===== src/rtl/kernel_stream_shell_pkg.sv =====
// Shared definitions for the kernel stream shell.
//   FPC_EF_W      : width of the FloPoCo exception field
//   FPC_EF_NORMAL : exception code for a "normal" number
//   kw()          : kernel-side word width for a given stream width
// Build option: FPC_EF_EN (when defined, kernel words carry the 2-bit
// exception field above each stream word).
package kernel_shell_pkg;

   localparam int FPC_EF_W = 2;
   localparam logic [FPC_EF_W-1:0] FPC_EF_NORMAL = 2'b01;

   function automatic int kw(input int streamw);
`ifdef FPC_EF_EN
      return streamw + FPC_EF_W;
`else
      return streamw;
`endif
   endfunction

endpackage


===== src/rtl/kernel_stream_shell_if.sv =====
// Bundle of all stream and kernel handshake signals around the shell.
//   in_data/in_valid/in_ready     : NIN input streams (word i at [i*STREAMW +: STREAMW])
//   out_data/out_valid/out_ready  : NOUT output streams
//   k_data_in/k_ivalid/k_iready   : joined beat towards the kernel
//   k_data_out/k_ovalid/k_oready  : kernel result beat
//   beat_count                    : kernel results accepted since reset
// Modports: master = environment/kernel side, slave = shell side.
// Build option: FPC_EF_EN widens the kernel words (see kernel_shell_pkg).
interface kernel_stream_shell_if #(
   parameter int STREAMW = 32,
   parameter int NIN     = 4,
   parameter int NOUT    = 4
);
   import kernel_shell_pkg::*;

   localparam int KW = kw(STREAMW);

   logic [NIN*STREAMW-1:0]  in_data;
   logic [NIN-1:0]          in_valid;
   logic [NIN-1:0]          in_ready;
   logic [NOUT*STREAMW-1:0] out_data;
   logic [NOUT-1:0]         out_valid;
   logic [NOUT-1:0]         out_ready;
   logic [NIN*KW-1:0]       k_data_in;
   logic                    k_ivalid;
   logic                    k_iready;
   logic [NOUT*KW-1:0]      k_data_out;
   logic                    k_ovalid;
   logic                    k_oready;
   logic [31:0]             beat_count;

   modport master (
      output in_data, in_valid, out_ready, k_iready, k_data_out, k_ovalid,
      input  in_ready, out_data, out_valid, k_data_in, k_ivalid, k_oready, beat_count
   );

   modport slave (
      input  in_data, in_valid, out_ready, k_iready, k_data_out, k_ovalid,
      output in_ready, out_data, out_valid, k_data_in, k_ivalid, k_oready, beat_count
   );

endinterface


===== src/rtl/kernel_stream_shell_fifo.sv =====
// stream_fifo: synchronous first-word-fall-through FIFO.
//   clk, rst : clock, synchronous active-high reset (empties the FIFO)
//   push/din : write request and word; ignored while full (no write-through)
//   pop/dout : read request and head word; pop ignored while empty
//   full     : count == DEPTH
//   empty    : count == 0
// DEPTH must be a power of two (>= 2) so pointers wrap naturally.
module stream_fifo #(
   parameter int W     = 32,
   parameter int DEPTH = 4
) (
   input  logic         clk,
   input  logic         rst,
   input  logic         push,
   input  logic [W-1:0] din,
   input  logic         pop,
   output logic [W-1:0] dout,
   output logic         full,
   output logic         empty
);

   localparam int AW = $clog2(DEPTH);
   localparam logic [AW:0] FULL_CNT = (AW+1)'(DEPTH);

   logic [W-1:0]  mem [DEPTH];
   logic [AW-1:0] wr_ptr;
   logic [AW-1:0] rd_ptr;
   logic [AW:0]   count;
   logic          do_push;
   logic          do_pop;

   // Full is judged on the registered count only, so a pop in the same
   // cycle never opens room for a push.
   always_comb begin
      full    = (count == FULL_CNT);
      empty   = (count == '0);
      do_push = push & ~full;
      do_pop  = pop & ~empty;
      dout    = mem[rd_ptr];
   end

   always_ff @(posedge clk) begin
      if (rst) begin
         wr_ptr <= '0;
         rd_ptr <= '0;
         count  <= '0;
      end else begin
         if (do_push) wr_ptr <= wr_ptr + 1'b1;
         if (do_pop)  rd_ptr <= rd_ptr + 1'b1;
         case ({do_push, do_pop})
            2'b10:   count <= count + 1'b1;
            2'b01:   count <= count - 1'b1;
            default: count <= count;
         endcase
      end
   end

   // Storage needs no reset: the pointers decide what is visible.
   always_ff @(posedge clk) begin
      if (do_push) mem[wr_ptr] <= din;
   end

endmodule


===== src/rtl/kernel_stream_shell.sv =====
// kernel_stream_shell: joins NIN input streams into one kernel beat and
// forks kernel results into NOUT independently drained output streams.
//   clk  : system clock
//   rst  : synchronous active-high reset; clears all FIFOs and beat_count,
//          and holds in_ready/out_valid/k_ivalid/k_oready low while high
//   bus  : kernel_stream_shell_if slave modport (all stream/kernel signals)
// Parameters: STREAMW word width, NIN/NOUT channel counts, DEPTH FIFO depth.
// Build option: FPC_EF_EN -- kernel words are {2'b01, word} towards the
// kernel; the top 2 bits of each kernel result word are dropped.
module kernel_stream_shell
   import kernel_shell_pkg::*;
#(
   parameter int STREAMW = 32,
   parameter int NIN     = 4,
   parameter int NOUT    = 4,
   parameter int DEPTH   = 4
) (
   input  logic                 clk,
   input  logic                 rst,
   kernel_stream_shell_if.slave bus
);

   localparam int KW = kw(STREAMW);

   logic [NIN-1:0]          in_full;
   logic [NIN-1:0]          in_empty;
   logic [NIN-1:0]          in_ready_w;
   logic [NIN*STREAMW-1:0]  in_head;
   logic                    k_ivalid_w;
   logic                    in_pop;
   logic [NIN*KW-1:0]       k_data_in_w;

   logic [NOUT-1:0]         out_full;
   logic [NOUT-1:0]         out_empty;
   logic [NOUT-1:0]         out_valid_w;
   logic [NOUT*STREAMW-1:0] out_head;
   logic [NOUT*STREAMW-1:0] out_din;
   logic                    k_oready_w;
   logic                    out_push;
   logic [31:0]             beat_count_r;

   // ---------------- input side: per-channel FIFOs and join ----------------
   always_comb begin
      in_ready_w = rst ? '0 : ~in_full;
      k_ivalid_w = ~rst & (&(~in_empty));
      in_pop     = k_ivalid_w & bus.k_iready;
   end

   for (genvar i = 0; i < NIN; i++) begin : g_in
      stream_fifo #(
         .W     (STREAMW),
         .DEPTH (DEPTH)
      ) u_in_fifo (
         .clk   (clk),
         .rst   (rst),
         .push  (bus.in_valid[i] & in_ready_w[i]),
         .din   (bus.in_data[i*STREAMW +: STREAMW]),
         .pop   (in_pop),
         .dout  (in_head[i*STREAMW +: STREAMW]),
         .full  (in_full[i]),
         .empty (in_empty[i])
      );
   end

   always_comb begin
      k_data_in_w = '0;
      for (int unsigned i = 0; i < NIN; i++) begin
`ifdef FPC_EF_EN
         k_data_in_w[i*KW +: KW] = {FPC_EF_NORMAL, in_head[i*STREAMW +: STREAMW]};
`else
         k_data_in_w[i*KW +: KW] = in_head[i*STREAMW +: STREAMW];
`endif
      end
   end

   // ---------------- output side: fork into per-channel FIFOs ----------------
   always_comb begin
      k_oready_w  = ~rst & (&(~out_full));
      out_push    = bus.k_ovalid & k_oready_w;
      out_valid_w = rst ? '0 : ~out_empty;
   end

   // Only the low STREAMW bits of each kernel slice are stored; with the
   // exception field enabled this discards the top FPC_EF_W bits.
   always_comb begin
      out_din = '0;
      for (int unsigned j = 0; j < NOUT; j++) begin
         out_din[j*STREAMW +: STREAMW] = bus.k_data_out[j*KW +: STREAMW];
      end
   end

   for (genvar j = 0; j < NOUT; j++) begin : g_out
      stream_fifo #(
         .W     (STREAMW),
         .DEPTH (DEPTH)
      ) u_out_fifo (
         .clk   (clk),
         .rst   (rst),
         .push  (out_push),
         .din   (out_din[j*STREAMW +: STREAMW]),
         .pop   (bus.out_ready[j] & out_valid_w[j]),
         .dout  (out_head[j*STREAMW +: STREAMW]),
         .full  (out_full[j]),
         .empty (out_empty[j])
      );
   end

   // Free-running 32-bit counter of accepted kernel results; wraps to 0.
   always_ff @(posedge clk) begin
      if (rst)           beat_count_r <= '0;
      else if (out_push) beat_count_r <= beat_count_r + 32'd1;
   end

   // ---------------- interface outputs ----------------
   always_comb begin
      bus.in_ready   = in_ready_w;
      bus.k_ivalid   = k_ivalid_w;
      bus.k_data_in  = k_data_in_w;
      bus.k_oready   = k_oready_w;
      bus.out_valid  = out_valid_w;
      bus.out_data   = out_head;
      bus.beat_count = beat_count_r;
   end

endmodule


===== src/flat_wrapper.sv =====
// flat-port wrapper written by rule: the top's interface ports become plain ports
module kernel_stream_shell_flat import kernel_shell_pkg::*;
#(
   parameter int STREAMW = 32,
   parameter int NIN     = 4,
   parameter int NOUT    = 4,
   parameter int DEPTH   = 4
)
  (clk, rst, bus_in_data, bus_in_valid, bus_out_ready, bus_k_iready, bus_k_data_out, bus_k_ovalid, bus_in_ready, bus_out_data, bus_out_valid, bus_k_data_in, bus_k_ivalid, bus_k_oready, bus_beat_count);
  kernel_stream_shell_if #(.STREAMW(STREAMW), .NIN(NIN), .NOUT(NOUT)) bus_i ();
  input  logic clk;
  input  logic rst;
  input wire logic [$bits(bus_i.in_data)-1:0] bus_in_data;
  input wire logic [$bits(bus_i.in_valid)-1:0] bus_in_valid;
  input wire logic [$bits(bus_i.out_ready)-1:0] bus_out_ready;
  input wire logic [$bits(bus_i.k_iready)-1:0] bus_k_iready;
  input wire logic [$bits(bus_i.k_data_out)-1:0] bus_k_data_out;
  input wire logic [$bits(bus_i.k_ovalid)-1:0] bus_k_ovalid;
  output wire logic [$bits(bus_i.in_ready)-1:0] bus_in_ready;
  output wire logic [$bits(bus_i.out_data)-1:0] bus_out_data;
  output wire logic [$bits(bus_i.out_valid)-1:0] bus_out_valid;
  output wire logic [$bits(bus_i.k_data_in)-1:0] bus_k_data_in;
  output wire logic [$bits(bus_i.k_ivalid)-1:0] bus_k_ivalid;
  output wire logic [$bits(bus_i.k_oready)-1:0] bus_k_oready;
  output wire logic [$bits(bus_i.beat_count)-1:0] bus_beat_count;
  assign bus_i.in_data = bus_in_data;
  assign bus_i.in_valid = bus_in_valid;
  assign bus_i.out_ready = bus_out_ready;
  assign bus_i.k_iready = bus_k_iready;
  assign bus_i.k_data_out = bus_k_data_out;
  assign bus_i.k_ovalid = bus_k_ovalid;
  assign bus_in_ready = bus_i.in_ready;
  assign bus_out_data = bus_i.out_data;
  assign bus_out_valid = bus_i.out_valid;
  assign bus_k_data_in = bus_i.k_data_in;
  assign bus_k_ivalid = bus_i.k_ivalid;
  assign bus_k_oready = bus_i.k_oready;
  assign bus_beat_count = bus_i.beat_count;
  kernel_stream_shell #(.STREAMW(STREAMW), .NIN(NIN), .NOUT(NOUT), .DEPTH(DEPTH)) u_core (.clk(clk), .rst(rst), .bus(bus_i));
endmodule

===== config.mk =====
export PLATFORM = sky130hd
export DESIGN_NAME = kernel_stream_shell_flat
export DESIGN_NICKNAME = d
export VERILOG_FILES = /design/src/rtl/kernel_stream_shell_pkg.sv /design/src/rtl/kernel_stream_shell_if.sv /design/src/rtl/kernel_stream_shell_fifo.sv /design/src/rtl/kernel_stream_shell.sv /design/src/flat_wrapper.sv
export SDC_FILE = /design/constraint.sdc
export NUM_CORES = 1
export LEC_CHECK = 0
export BUFFER_PORTS_ARGS = -buffer_cell sky130_fd_sc_hd__buf_2
export CORE_MARGIN = 3
export CORE_UTILIZATION = 57
export DETAILED_ROUTE_END_ITERATION = 8
export PLACE_DENSITY = 0.83
export SLEW_MARGIN = 20
export SYNTH_ARGS = -nofsm -noshare
export SYNTH_HDL_FRONTEND = slang
export SYNTH_HIERARCHICAL = 1
export SYNTH_SLANG_ARGS = --single-unit

===== constraint.sdc =====
create_clock -name clk -period 3.7 [get_ports clk]
set_clock_uncertainty 0.1 [all_clocks]
set_input_delay 0.37 -clock clk [delete_from_list [all_inputs] [get_ports clk]]
set_output_delay 0.37 -clock clk [all_outputs]
set_load 0.05 [all_outputs]

# Word-level counts from Yosys, hierarchy flattened
# Memory sizes are Yosys's and may differ from the RTL's. A register that Yosys moved wholly into a read port is not among the register bits.
# Index checks and enable logic that the tools add are counted.
# totals
reg_bits	88
memories	8
elab_cells	199
out_inout_bits	298
ramBits	1024
in_bits	268
# mem_list
name	depth	word_bits	rd	rd_ports_with_merged_regs	write_ports	line_no	source
u_core.g_in[0].u_in_fifo.mem	4	32	1	1	1	kernel_stream_shell_fifo.sv:25	logic [W-1:0] mem [DEPTH];
u_core.g_in[1].u_in_fifo.mem	4	32	1	1	1	kernel_stream_shell_fifo.sv:25	
u_core.g_in[2].u_in_fifo.mem	4	32	1	1	1	kernel_stream_shell_fifo.sv:25	
u_core.g_in[3].u_in_fifo.mem	4	32	1	1	1	kernel_stream_shell_fifo.sv:25	
u_core.g_out[0].u_out_fifo.mem	4	32	1	1	1	kernel_stream_shell_fifo.sv:25	
u_core.g_out[1].u_out_fifo.mem	4	32	1	1	1	kernel_stream_shell_fifo.sv:25	
2 more memories	-	-	-	-	-	-	
# op_classes
n_reduce_logical	18
mux	42
n_addsub	33
n_eq_ne	24
n_bitwise	49
# op_table
op	count
case mux 3 bit (2 select lines)	8
adder 2 x 1 -> 2 bit (second input constant)	16
adder 32 x 1 -> 32 bit (second input constant)	1
2-to-1 mux 2 bit	16
bitwise AND 1 bit	28
adder 3 x 1 -> 3 bit (second input constant)	8
== test 3 bit (second input constant)	8
logical NOT 3 bit	8
subtractor 3 x 1 -> 3 bit (second input constant)	8
inverter 1 bit	17
== test 2 x 1 -> 1 bit (second input constant)	8
== test 2 bit (second input constant)	8
2-to-1 mux 1 bit	16
inverter 4 bit	4
nonzero test 2 bit	8
2-to-1 mux 4 bit	2
AND reduction 4 bit	2

# Depth between registers and ports, before layout
# depth
depth_word	8
mapped_depth	13
ltp_nobuf	13

# By module
# Netlist, hierarchy kept.
# by_module_without_submodules
module	instances	cells_each	seq_area_each_um2	area_per_inst_um2
stream_fifo	8	221	4023.9	5143.7
kernel_stream_shell	1	202	640.6	1657.8

# Worst setup path after synthesis
# OpenSTA, ideal clock, no wires.
# synth_timing
path_kind	reg2reg
startpoint	reg u_core.g_in[0].u_in_fifo.count[0]
endpoint	reg u_core.g_in[0].u_in_fifo.count[2]
stages_incl_launch_ff	13
synth_period_minus_slack_ns	3.578
path_buffers	0
arrival_ns	3.408
t_required_ns	3.530
path_slack_ns	0.122
setup_time_ns	0.070
path_cell_list	dfxtp_1 > nor3_2 > or4_1 > nor2_1 > and2_1 > o31ai_2 > inv_1 > ha_1 > inv_1 > fa_1 > xor2_1 > or3_1 > a21oi_1
# synth_between
elab_chain_cells	8
word_cells_on_any_way	19
classes_between	add/sub: 2; eq/ne: 3; mux: 2; bitwise: 9; reduce/logical: 3
# synth_lines
element	line_no	source
from (decl)	kernel_stream_shell_fifo.sv:28	logic [AW:0] count;
from (signal assigned)	kernel_stream_shell_fifo.sv:51	2'b10: count <= count + 1'b1;
from (signal assigned)	kernel_stream_shell_fifo.sv:52	2'b01: count <= count - 1'b1;
from (signal assigned)	kernel_stream_shell_fifo.sv:53	default: count <= count;
logical NOT 3 bit *	kernel_stream_shell_fifo.sv:36	empty = (count == '0);
via u_core.in_empty[0]	kernel_stream_shell.sv:26	logic [NIN-1:0] in_empty;
inverter 4 bit *	kernel_stream_shell.sv:45	k_ivalid_w = ~rst & (&(~in_empty));
AND reduction 4 bit *	kernel_stream_shell.sv:45	
bitwise AND 1 bit *	kernel_stream_shell.sv:45	
via bus_k_ivalid	flat_wrapper.sv:23	output wire logic [$bits(bus_i.k_ivalid)-1:0] bus_k_ivalid;
bitwise AND 1 bit *	kernel_stream_shell.sv:46	in_pop = k_ivalid_w & bus.k_iready;
via u_core.in_pop	kernel_stream_shell.sv:30	logic in_pop;
bitwise AND 1 bit *	kernel_stream_shell_fifo.sv:38	do_pop = pop & ~empty;
via u_core.g_in[0].u_in_fifo.do_pop	kernel_stream_shell_fifo.sv:30	logic do_pop;
== test 2 x 1 -> 1 bit or == test 2 bit (tied branches)	kernel_stream_shell_fifo.sv:50	case ({do_push, do_pop})
case mux 3 bit (2 select lines) or nonzero test 2 bit (tied branches)	-	
# Mark *: on every way through the listed nets, which the timed path passes. The rest lies on a longest branch.
# A chain may end at the register's enable or synchronous reset.

# Worst setup path after layout
# layout_timing
startpoint	reg u_core.g_in[0].u_in_fifo.count[1]
endpoint	reg u_core.g_in[1].u_in_fifo.count[2]
# layout_between
elab_chain_cells	8
word_cells_on_any_way	10
classes_between	eq/ne: 2; mux: 1; bitwise: 4; reduce/logical: 3
# layout_lines
element	line_no
logical NOT 3 bit *	kernel_stream_shell_fifo.sv:36
via u_core.in_empty[0]	kernel_stream_shell.sv:26
inverter 4 bit *	kernel_stream_shell.sv:45
AND reduction 4 bit *	kernel_stream_shell.sv:45
bitwise AND 1 bit *	kernel_stream_shell.sv:45
bitwise AND 1 bit *	kernel_stream_shell.sv:46
via u_core.in_pop	kernel_stream_shell.sv:30
bitwise AND 1 bit *	kernel_stream_shell_fifo.sv:38
via u_core.g_in[1].u_in_fifo.do_pop	kernel_stream_shell_fifo.sv:30
== test 2 x 1 -> 1 bit or == test 2 bit (tied branches)	kernel_stream_shell_fifo.sv:50
case mux 3 bit (2 select lines) or nonzero test 2 bit (tied branches)	-
to (signal assigned)	kernel_stream_shell_fifo.sv:51
to (signal assigned)	kernel_stream_shell_fifo.sv:52
to (signal assigned)	kernel_stream_shell_fifo.sv:53
to (decl)	kernel_stream_shell_fifo.sv:28
# Marks and branches as above.

==> results.tsv <==
stage	metric	value	unit
status	status	completed	
global_route	use_met3	6.69	%
route	drt_iter0_drc	1723	
worst_setup_path	arrival	3870	ps
sta	rsz0062_at_grt	false	
global_route	grt_max_degree	58	
worst_setup_path	setup.worst_path.end_class	flip-flop	
cts	cts_tree	yes	
die	die_width	280	um
sta	drv_slew	0	
cells_and_area	nNetsFinal	3201	
job	cap_viol_max_count	0	
worst_setup_path	crit_path_max_incr_delay	530	ps
route	finalWirelength	101000	um
cells_and_area	post-route-util	71.4	%
yosys	yosysTopAreaCell	edfxtp_1	
worst_setup_path	cp_common_cell	inv_1	
yosys	ys_ff_latch	1128	
worst_setup_path	crit_type	flip-flop to flip-flop	
global_route	antenna_found_initial	15	
placed_design	numPortBuffers	565	
global_route	globalRouteMet1Util	31.2	%
yosys	async_flop_share	0	%
sta	tightest_slew	908	ps
worst_setup_path	crit_required	4170	ps
global_route	grt_pass1_vias	24400	
sta	fin_crit_sh	91.8	%
route	avgViaCountPerCell	5.74	
die	rows	99	
die	core	73700	um^2
pwr	cellPowerDensity	509	nW/um^2
cts	clk_pin_slew	60	ps
die	io_pins	566	
route	drc	0	
sta	fmax	0.294	GHz
route	first_pass_iters	6	
worst_setup_path	path_cells	nor3_2 -> or4_1 -> nor2_1 -> and2_1 -> o31ai_2 -> inv_1 -> ha_1 -> inv_1 -> fa_1 -> xor2_1 -> or3_1 -> a21oi_1	
sta	finalSetupTns	0	ps
pwr	leakagePower	0.0180	uW
yosys	syn-cell-area	42800	um^2
global_route	overflow	0	
route	wl_per_cell	25.6	um
cells_and_area	syn_to_final_growth	22.9	%
global_route	grt_pass1_wl	151000	um
cts	ctsRootBufferMaster	clkbuf_16	
cts	htree_num_levels	3	
cts	clock_latency	650	ps
yosys	synth_cells	1970	
min_path	min_path_type	input pin to flip-flop	
yosys	ys_types	42	
placed_design	gp_congestion	0.809	
sta	slew_headroom	39.5	%
sta	whs	114	ps
placed_design	hpwl	62000	um
cells_and_area	mostFrequentLayoutCells	1024 x edfxtp_1, 564 x buf_2, 256 x dlygate4sd3_1, 240 x mux4_2, 110 x clkbuf_16	
worst_setup_path	rr_startpoint	u_core/g_in[0].u_in_fifo/count[1]	
cells_and_area	nFillCells	4228	
global_route	grt.total_usage	25.7	%
placed_design	dpl-instance-area	46600	um^2
yosys	avgSynthCellArea	21.7	um^2
worst_setup_path	slowest_stage	or4_1	
worst_setup_path	cp-start-kind	flip-flop	
yosys	yosys.area.top_type_share	71.8	%
yosys	synthTopCellsByArea	edfxtp_1 72%, mux4_2 13%, dfxtp_1 4.9%	
route	vias	22653	
die	die_area	78400	um^2
yosys	synth.net_count	2287	
cells_and_area	design_area	52600	um^2
die	start_util	58.1	%
yosys	yosysWarnings	6	
cells_and_area	drive_above_1_share	35.3	%
yosys	synth_edf_count	1024	
worst_setup_path	crit_start	u_core/g_in[0].u_in_fifo/count[1]	
cts	cts_sinks	1128	
sta	period_minus_slack	3400	ps
cts	cts_buffers	109	
global_route	busiest_layer	met2	
pwr	ir_worst_vdd	0.000454	V
global_route	grt_use_met2	44.6	%
worst_setup_path	crit_path_max_fanout	8	
cts	post_cts_resized	0	
sta	setup_violations	0	
sta	hold_viol_final	0	
route	ant_nets	0	
yosys	ys_seq_area_share	76.7	%
cts	cts.path.max_buffers	3	
min_path	worstHoldStart	bus_k_ovalid	
cells_and_area	final_common_cell	edfxtp_1	
die	die_y	280	um
yosys	synthFlopType	edfxtp_1	
[Yosys cell counts, types with 6 or more instances]
master	count
buf_2	24
mux4_1	16
nor2_1	83
clkbuf_1	6
nand4_1	13
buf_1	8
fa_1	8
mux4_2	240
buf_12	24
xor2_1	36
nand3_1	12
nand2_1	21
nor3b_2	8
a21oi_1	41
inv_1	67
edfxtp_1	1024
dfxtp_1	104
and2_1	44
nand2b_1	17
ha_1	41
mux2i_1	8
nor3_2	9
xnor2_1	10
o21ai_0	30
or3_1	30
buf_6	9
o31ai_2	8
[power by group]
part / internal (uW) / total [uW] / leakage [uW] / switching, uW
logic: 618 / 1780 / 0.00621 / 1160
clock network: 6060 / 10700 / 0.00167 / 4680
registers: 14200 / 14300 / 0.0101 / 109
total: 20800 / 26800 / 0.0180 / 5950
[per-layer routing]
layer  vias up  part of all wire [%]
met5         -                 0.074
met4        10                   3.9
met3       217                   8.1
met2       978                    52
met1     11608                    36
li1       9840                     -
[cell families (layout without fill, tap and decap cells)]
logic type / Yosys count / after routing / synth area share, %
buf+inv: 138 / 1143 / 2.35
simple gates: 262 / 262 / 3.50
other cells: 0 / 12 / 0
mux: 264 / 264 / 13.8
flops: 1128 / 1128 / 76.7
fa+ha+maj: 49 / 49 / 1.57
xor+xnor: 46 / 46 / 0.941
compound gates: 83 / 83 / 1.14
[sequential cells by signal, indices dropped and copies added, names as in the netlist, named ones only]
signal and cells:
u_core/g_in.u_in_fifo/count 12, u_core/g_out.u_out_fifo/count 12, u_core/g_in.u_in_fifo/mem 512, u_core/bus.beat_count 32, u_core/g_out.u_out_fifo/rd_ptr 8, u_core/g_in.u_in_fifo/rd_ptr 8
u_core/g_in.u_in_fifo/wr_ptr 8, u_core/g_out.u_out_fifo/wr_ptr 8, u_core/g_out.u_out_fifo/mem 512
[through the flow]
step                power (uW)  instances  worst slack [ps]
finish                   26800       3946               304
global route             27600       3941               146
CTS                      26900       3934               345
detailed placement       16100       3476               350
global placement         16000       3476               619
floorplan                15500       1970               122
[layout make-up]
type                            count  area (um^2)  share of cell area, %
Antenna cell                       12         30.0                 0.0571
Tap cell                          959         1200                   2.28
Clock inverter                     64          599                   1.14
Timing Repair Buffer              874         5850                   11.1
Sequential cell                  1128        32800                   62.4
Inverter                           67          251                  0.478
Multi-Input combinational cell    704         8970                   17.1
Clock buffer                      138         2860                   5.43
[repair_timing]
item / in CTS / in global routing
hold endpoints to repair: 1024 / 0
hold buffers: 256 / 0
buffers inserted: 0 / 0
[critical path, delay by kind of cell, from the launching register on]
kind                     cells  cell delay (ps)
AO/OA/AOI/OAI                2              380
buffers and inverters        2              150
AND/OR/NAND/NOR              5             1470
flip-flops                   1              460
XOR/XNOR                     1              170
adder cells (fa/ha/maj)      2              570
[worst paths after layout]
path                                                          end  slack [ps]  cells past startpoint
worst max-delay path            u_core/g_in[1].u_in_fifo/count[2]         300                     12
worst min-delay path                     u_core/bus.beat_count[3]         110                      5
worst max register to register  u_core/g_in[1].u_in_fifo/count[2]         300                     12
worst min register to register          u_core/bus.beat_count[31]         380                      1
Power figures use the tool's default switching activity.
